**src/rtl/mux4x1_rr.sv**
```systemverilog
// mux4x1_rr -- four-channel round-robin merge into a single registered
// output stage.
//
// Each cycle, if the output register can take a word (it is empty, or its
// current word is being drained), one requesting channel is granted. The
// search starts just after the most recently granted channel, so every
// requester is served within four loads. The granted word and its channel
// index are captured one cycle later in out_data / {out_s1,out_s0}.
//
// Handshake: a transfer happens on a rising edge where valid and ready are
// both high. Upstream: in_valid[k] & in_ready[k]. Downstream: out_valid &
// out_ready. Valid never depends on ready. At most one in_ready bit is
// high, and in_ready is combinational from in_valid, out_valid, out_ready
// and the internal last-grant pointer.
//
// Ports
//   clk        : clock, all state updates on the rising edge
//   rst        : synchronous active-high reset
//   in_valid   : [3:0] channel k offers d<k>
//   in_ready   : [3:0] one-hot grant, channel k word accepted this cycle
//   d0..d3     : [W-1:0] channel data words
//   out_valid  : output register holds a valid word (FULL)
//   out_ready  : downstream accepts the word this cycle
//   out_data   : [W-1:0] registered selected word
//   out_s1/s0  : registered source channel index of out_data
module mux4x1_rr #(
  parameter int W = 8
) (
  input  logic         clk,
  input  logic         rst,
  input  logic [3:0]   in_valid,
  output logic [3:0]   in_ready,
  input  logic [W-1:0] d0,
  input  logic [W-1:0] d1,
  input  logic [W-1:0] d2,
  input  logic [W-1:0] d3,
  output logic         out_valid,
  input  logic         out_ready,
  output logic [W-1:0] out_data,
  output logic         out_s1,
  output logic         out_s0
);

  // Output register occupancy; out_valid is the state itself.
  typedef enum logic {
    EMPTY = 1'b0,
    FULL  = 1'b1
  } state_t;

  state_t       state;
  state_t       state_next;

  logic [1:0]   last;       // most recently granted channel
  logic [1:0]   grant;      // winning channel this cycle
  logic         load;       // output register captures a new word
  logic [W-1:0] sel_data;   // data of the granted channel
  logic [1:0]   idx;
  logic         found;

  assign out_valid = (state == FULL);

  // Round-robin search: last+1, last+2, last+3, last (mod 4). The 2-bit
  // add wraps naturally, so the pointer itself comes last.
  always_comb begin
    grant = last;
    found = 1'b0;
    idx   = 2'd0;
    for (int i = 1; i < 5; i++) begin
      idx = last + i[1:0];
      if (!found && in_valid[idx]) begin
        grant = idx;
        found = 1'b1;
      end
    end
  end

  // Reset blocks the load so no word is taken while the stage is cleared.
  assign load = (~out_valid | out_ready) & (|in_valid) & ~rst;

  always_comb begin
    in_ready = 4'b0000;
    if (load) begin
      in_ready[grant] = 1'b1;
    end
  end

  always_comb begin
    sel_data = d0;
    case (grant)
      2'd0:    sel_data = d0;
      2'd1:    sel_data = d1;
      2'd2:    sel_data = d2;
      default: sel_data = d3;
    endcase
  end

  // Next occupancy: a load always leaves the register full (this covers a
  // simultaneous drain and refill); a drain without a load empties it.
  always_comb begin
    state_next = state;
    case (state)
      EMPTY: begin
        if (load) state_next = FULL;
      end
      FULL: begin
        if (load)           state_next = FULL;
        else if (out_ready) state_next = EMPTY;
      end
      default: state_next = EMPTY;
    endcase
  end

  always_ff @(posedge clk) begin
    if (rst) begin
      state    <= EMPTY;
      out_data <= '0;
      out_s1   <= 1'b0;
      out_s0   <= 1'b0;
      last     <= 2'd3;  // channel 0 is searched first after reset
    end else begin
      state <= state_next;
      if (load) begin
        out_data <= sel_data;
        out_s1   <= grant[1];
        out_s0   <= grant[0];
        last     <= grant;
      end
    end
  end

endmodule
```
**config.mk**
```make
export PLATFORM = sky130hd
export DESIGN_NAME = mux4x1_rr
export DESIGN_NICKNAME = d
export VERILOG_FILES = /design/src/rtl/mux4x1_rr.sv
export SDC_FILE = /design/constraint.sdc
export NUM_CORES = 1
export LEC_CHECK = 0
export CAP_MARGIN = 0
export CORE_MARGIN = 2
export CORE_UTILIZATION = 39
export DETAILED_ROUTE_END_ITERATION = 12
export GPL_TIMING_DRIVEN = 0
export PLACE_DENSITY = 0.82
export SYNTH_ARGS = -nofsm -noshare
export SYNTH_HDL_FRONTEND = slang
export SYNTH_SLANG_ARGS = --single-unit
```
**constraint.sdc**
```tcl
create_clock -name clk -period 2.3 [get_ports clk]
set_input_delay 0.23 -clock clk [delete_from_list [all_inputs] [get_ports clk]]
set_output_delay 0.23 -clock clk [all_outputs]
set_load 0.03 [all_outputs]
```
Word level (Yosys, flattened, before mapping)
Cells that the tools add are included. Widths: inputs -> output; s select.

Bits in registers: 13. Bits in latches: 0. Memory bits (writable): 0. ROM bits: 0. Input bits: 39. Output and inout port bits: 15. Word-level logic and storage cells: 53. Memories kept: 0.

Add/subtract/negate cells: 3. Multipliers: 0. Divide/modulo/power cells: 0. Magnitude comparators: 6. Equal/unequal tests: 2. Shifts and indexed selects: 0. Mux-type cells: 23. Bitwise operators: 5. Reductions and logical operators: 9.

Operator list (count): $pmux 8 s3 (1); $lt 2x3->1 const B (5); $mux 1 (11); $bmux 1 s2 (4); $mux 2 (4); $add 2x2->2 const B (2); $logic_and 1x1->1 (4); $mux 4 (1); $reduce_or 4->1 (1); $logic_not 1->1 (3); $add 2x1->2 const B (1); $and 1x1->1 (2); $demux 1 s2 (1); $eq 2x1->1 const B (1); $eq 2x2->1 const B (1); $ge 2x1->1 const B (1); $logic_not 2->1 (1); $not 1->1 (2); $pmux 1 s2 (1); $or 1x1->1 (1).

Depth between registers and ports, before layout
Depth after elaboration: 18. Gate-level depth with buffers: 7. Mapped depth without buffers: 5.

Least setup slack after synthesis
Ideal clock, no wire load.

Kind: reg2out. From: register state, in the netlist out_valid. To: output in_ready[1]. Arrival: 1.976 ns. Data required time: 2.070 ns. Slack: 0.094 ns. Stages on the path, launching flop included: 6. Buffers on the path: 2. Path through: dfxtp_1 nand2b_1 or3b_2 buf_2 buf_2 nor3_1.

Longest elaborated chain between the ends: 5.

Ends and longest elaborated chain: start: declaration (line 50) `state_t state;`; start signal: assignment (line 121) `state <= state_next;`; $not 1->1; $or 1x1->1 (line 78) `assign load = (~out_valid | out_ready) & (|in_valid) & ~rst;`; $and 1x1->1 (2 in a row) (line 78); $mux 4 (line 82) `if (load) begin`; end: declaration (line 32) `output logic [3:0] in_ready,`.

Every way passes these cells.

Final worst setup path
From: input in_valid[3]. To: output in_ready[2].

Longest elaborated chain between the ends: 17. Elaborated cells on any way between the ends: 30. Classes of those cells: order compare (2); mux (18); bitwise (2); reduce/logical (8).

Ends and longest elaborated chain: start: declaration (line 31) `input logic [3:0] in_valid,`; $bmux 1 s2 (line 70) `if (!found && in_valid[idx]) begin`; $mux 1 (not written as such) (line 70); $mux 1 (line 70); $logic_not 1->1 (line 70); $logic_and 1x1->1 (line 70); $mux 1 (line 70); $logic_not 1->1 (line 70); $logic_and 1x1->1 (line 70); $mux 1 (line 70); $logic_not 1->1 (line 70); $logic_and 1x1->1 (line 70); $mux 2 (line 70); $lt 2x3->1 (not written as such) / $ge 2x1->1 (equally long branches) (line 83) `in_ready[grant] = 1'b1;`; $logic_and 1x1->1 (not written as such) (line 83); $mux 1 (not written as such) (line 83); $demux 1 s2 (line 83); $mux 4 (*) (line 82).

Mark *: on every way between the ends. The rest lies on a longest branch, timed or not. The select of a mux whose other input is x is not followed.

==> summary.txt <==
Synth
  – Synth Flop Type: dfxtp_1
  – Library cells used by synthesis: 28
  – Leading area contributor after synthesis: dfxtp_1
  – Syn nets: 144
  – Syn Area/Cell: between 9 and 10 um^2
  – Sequential area share after synthesis: 0.253
  – Async set or reset register ratio after synthesis: 0
  – Seq cells post-synth: 13
  – YS warnings: 0
  – Synth area leaders: dfxtp_1, o21a_1, a211oi_2
  – Post-Syn Area: 1030 um^2
  – Syn Inst Count: between 100 and 150
  – Post-synth EDFFs: 0
  – Post-synth top area share: 0.253

Floorplanning
  – Core area: 2480 um^2
  – Num rows: 18
  – DIE HEIGHT: ~55 um
  – Boundary pin count: 54
  – Die area: 3060 um^2
  – Die width: 55.4 um
  – Starting Density: 0.415

Critical path
  – WP depth: 7
  – Element type at the critical path start: input port
  – Crit path capture type: primary output
  – CP top delay family: buffers and inverters
  – Critical path buffers and inverters: 3
  – Cells on worst reg2reg path: 5
  – WP data required: 2.07 ns
  – Crit Path Max Fanout: 10
  – Worst path arrival time: 2.01 ns
  – CP Cell Sequence: clkdlybuf4s50_1 -> nor2b_2 -> a21o_1 -> a221o_1 -> buf_6 -> nor3_2 -> clkbuf_4
  – Slowest Stage Delay on Critical Path: 0.46 ns
  – Kind of critical path: in2out
  – Crit path max-delay cell type: clkdlybuf4s50_1

Min path
  – Hold crit path type: reg2reg
  – Hold depth: 2

Global route
  – Pin count of the biggest net entering global routing: 18
  – Total Routing Usage GR: 0.210
  – First-pass GRT wire length: 5.12 mm
  – Grt ovf: 0
  – Number of global-route vias before repair: 1063
  – Initial antenna violation count: 0

Routing
  – Number of vias per cell: 5.68
  – Post-route DRC: 0
  – Post-Route WL: 3.21 mm
  – DRT antenna net count: 0
  – Drt pass-1 iters: 4
  – DR WL/cell: 16.6 um
  – DR iter-0 viols: 24
  – Via count: 1096

Power and ir drop
  – P_int: 609 uW
  – Static Leakage: 0.588 nW
  – VDD IR-drop max: 0.469 mV
  – Sequential share of power: 0.285
  – Net Sw Frac: 0.409
  – Psw: 422 uW
  – Clock share of power: 0.149
  – Logic pwr share: 0.566
  – PwrDens: 631 nW/um^2
  – Pwr Total: approximately 1 mW

STA
  – Tmin final: 2.24 ns
  – Setup violators final: 0
  – Setup TNS: 0 ns
  – Fin crit share: 0.975
  – Max frequency: 446 MHz
  – RSZ-0062 raised after global routing: true
  – Final Max Slew Viols: 0
  – Final Skew: about 0.0050 ns
  – Final Hold Viols: 0
  – Setup slack after layout: 0.0570 ns
  – Slew margin rel.: 0.597
  – Worst slew pin tran: 0.604 ns

Clock tree
  – H-tree Lvls: 1
  – CTS tree: done
  – Clk_lat worst skew: 0.29 ns
  – Clock root cell: clkbuf_4
  – Hold_buf cts: 0
  – TritonCTS Sinks: 13
  – Clock buffer depth: 2
  – Clock-pin slew on the worst setup and hold paths: roughly 0.090 ns
  – CTS buffer count: 3

Layout
  – Number of fillers in the final layout: 219
  – Reg area: 262 um^2
  – Layout cells sized above 1: 0.270
  – Design area: 1630 um^2
  – Fin nets: 203
  – Multi-input combinational cell area: 694 um^2
  – ANT cells: 0
  – Final core utilization: 0.660
  – Layout area overhead: 58.9%

Placed design
  – RD Place Congestion: 0.834
  – Post-placement setup slack: -0.505 ns
  – Buffers on Ports: between 50 and 60
  – Dpl cell area: ~1600 um^2
  – Post-DP HPWL: 2.43 mm

Outcome
  – Status: finished, final reports clean

Flow run
  – MaxCap Viol Count: 0
## sequential cells by signal, indices dropped and copies added, names as in the netlist
name / count
out_data: 8
out_s0: 1
last: 2
out_s1: 1
out_valid: 1
## layer usage
| layer | wire [um] | global-route usage | part of all wire | up-vias |
|---|---|---|---|---|
| met5 | 0 | 0 | 0 | - |
| met4 | 55 | 0.0836 | 0.017 | 0 |
| met3 | 147 | 0.0445 | 0.046 | 7 |
| met2 | 1630 | 0.366 | 0.51 | 34 |
| met1 | 1390 | 0.249 | 0.43 | 532 |
| li1 | - | - | - | 523 |
## cell usage in the layout (no fill, tap or decap), types with 2 or more instances in the layout
master           instances
nor3_1                   5
clkdlybuf4s50_1         49
clkbuf_1                 2
dfxtp_1                 12
a211oi_1                 8
nand3b_1                 8
o21a_1                  17
buf_6                    5
buf_4                    5
a21oi_1                  3
nor2b_1                  2
nor2_1                   6
clkbuf_4                 4
nor3_2                   3
buf_2                    2
o31ai_2                  8
a211oi_2                 8
## cell type report
type                            count  area share
Sequential cell                    13       0.160
Clock buffer                        4      0.0161
Buffer                              9      0.0459
Inverter                            1     0.00230
Tap cell                           30      0.0230
Multi-Input combinational cell     81       0.425
Timing Repair Buffer               55       0.328
## power groups by stage
stage	Combinational (mW)	Sequential [mW]	Clock, mW
after floorplan	0.304	0.359	0
after global placement	0.566	0.294	0
after detailed placement	0.578	0.296	0
after CTS	0.573	0.291	0.150
after global routing	0.618	0.297	0.158
final	0.584	0.294	0.153
## worst paths after layout
path / start / slack (ns) / end
hold / removal: out_s1 / 0.51 / out_s1
hold reg to reg: out_s1 / 0.51 / out_s1
setup / recovery: in_valid[3] / 0.06 / in_ready[2]
setup reg to reg: last[0] / 0.56 / out_data[5]
## cells by family (layout without fill, tap and decap cells)
family	count (synthesis)	after routing	synth area share
buffers and inverters	11	69	0.0815
AO/OA/AOI/OAI	48	48	0.444
flip-flops	13	13	0.253
AND/OR/NAND/NOR	32	32	0.212
multiplexers	1	1	0.00973
## Yosys cell counts (2+ instances only)
cell type   n
nor2_1      6
buf_6       5
a211oi_2    8
dfxtp_1    13
nor3_1      6
o21a_1     17
nand3b_1    8
a211oi_1    8
nor2b_2     2
nor2b_1     2
o31ai_2     8
buf_2       3
nor3_2      2
a21oi_1     3
## timing repair
item,CTS,global route
endpoints found under the setup margin,4,4
pin swaps,0,2
resized for setup,23,7
buffers inserted,0,2
## per-stage QoR
step / hold WS (ns) / cells
after global placement: 0.482 / 188
final: 0.509 / 193
after global routing: 0.526 / 193
after floorplan: 0.392 / 105
after detailed placement: 0.487 / 188
after CTS: 0.510 / 191
## tightest hold or removal path, delay by kind of cell, from the launching register on
family	cells	cell delay, ns
flip-flops	1	0.34
multiplexers	1	0.07
AND/OR/NAND/NOR	1	0.07
(Power assumes the default switching activity.)
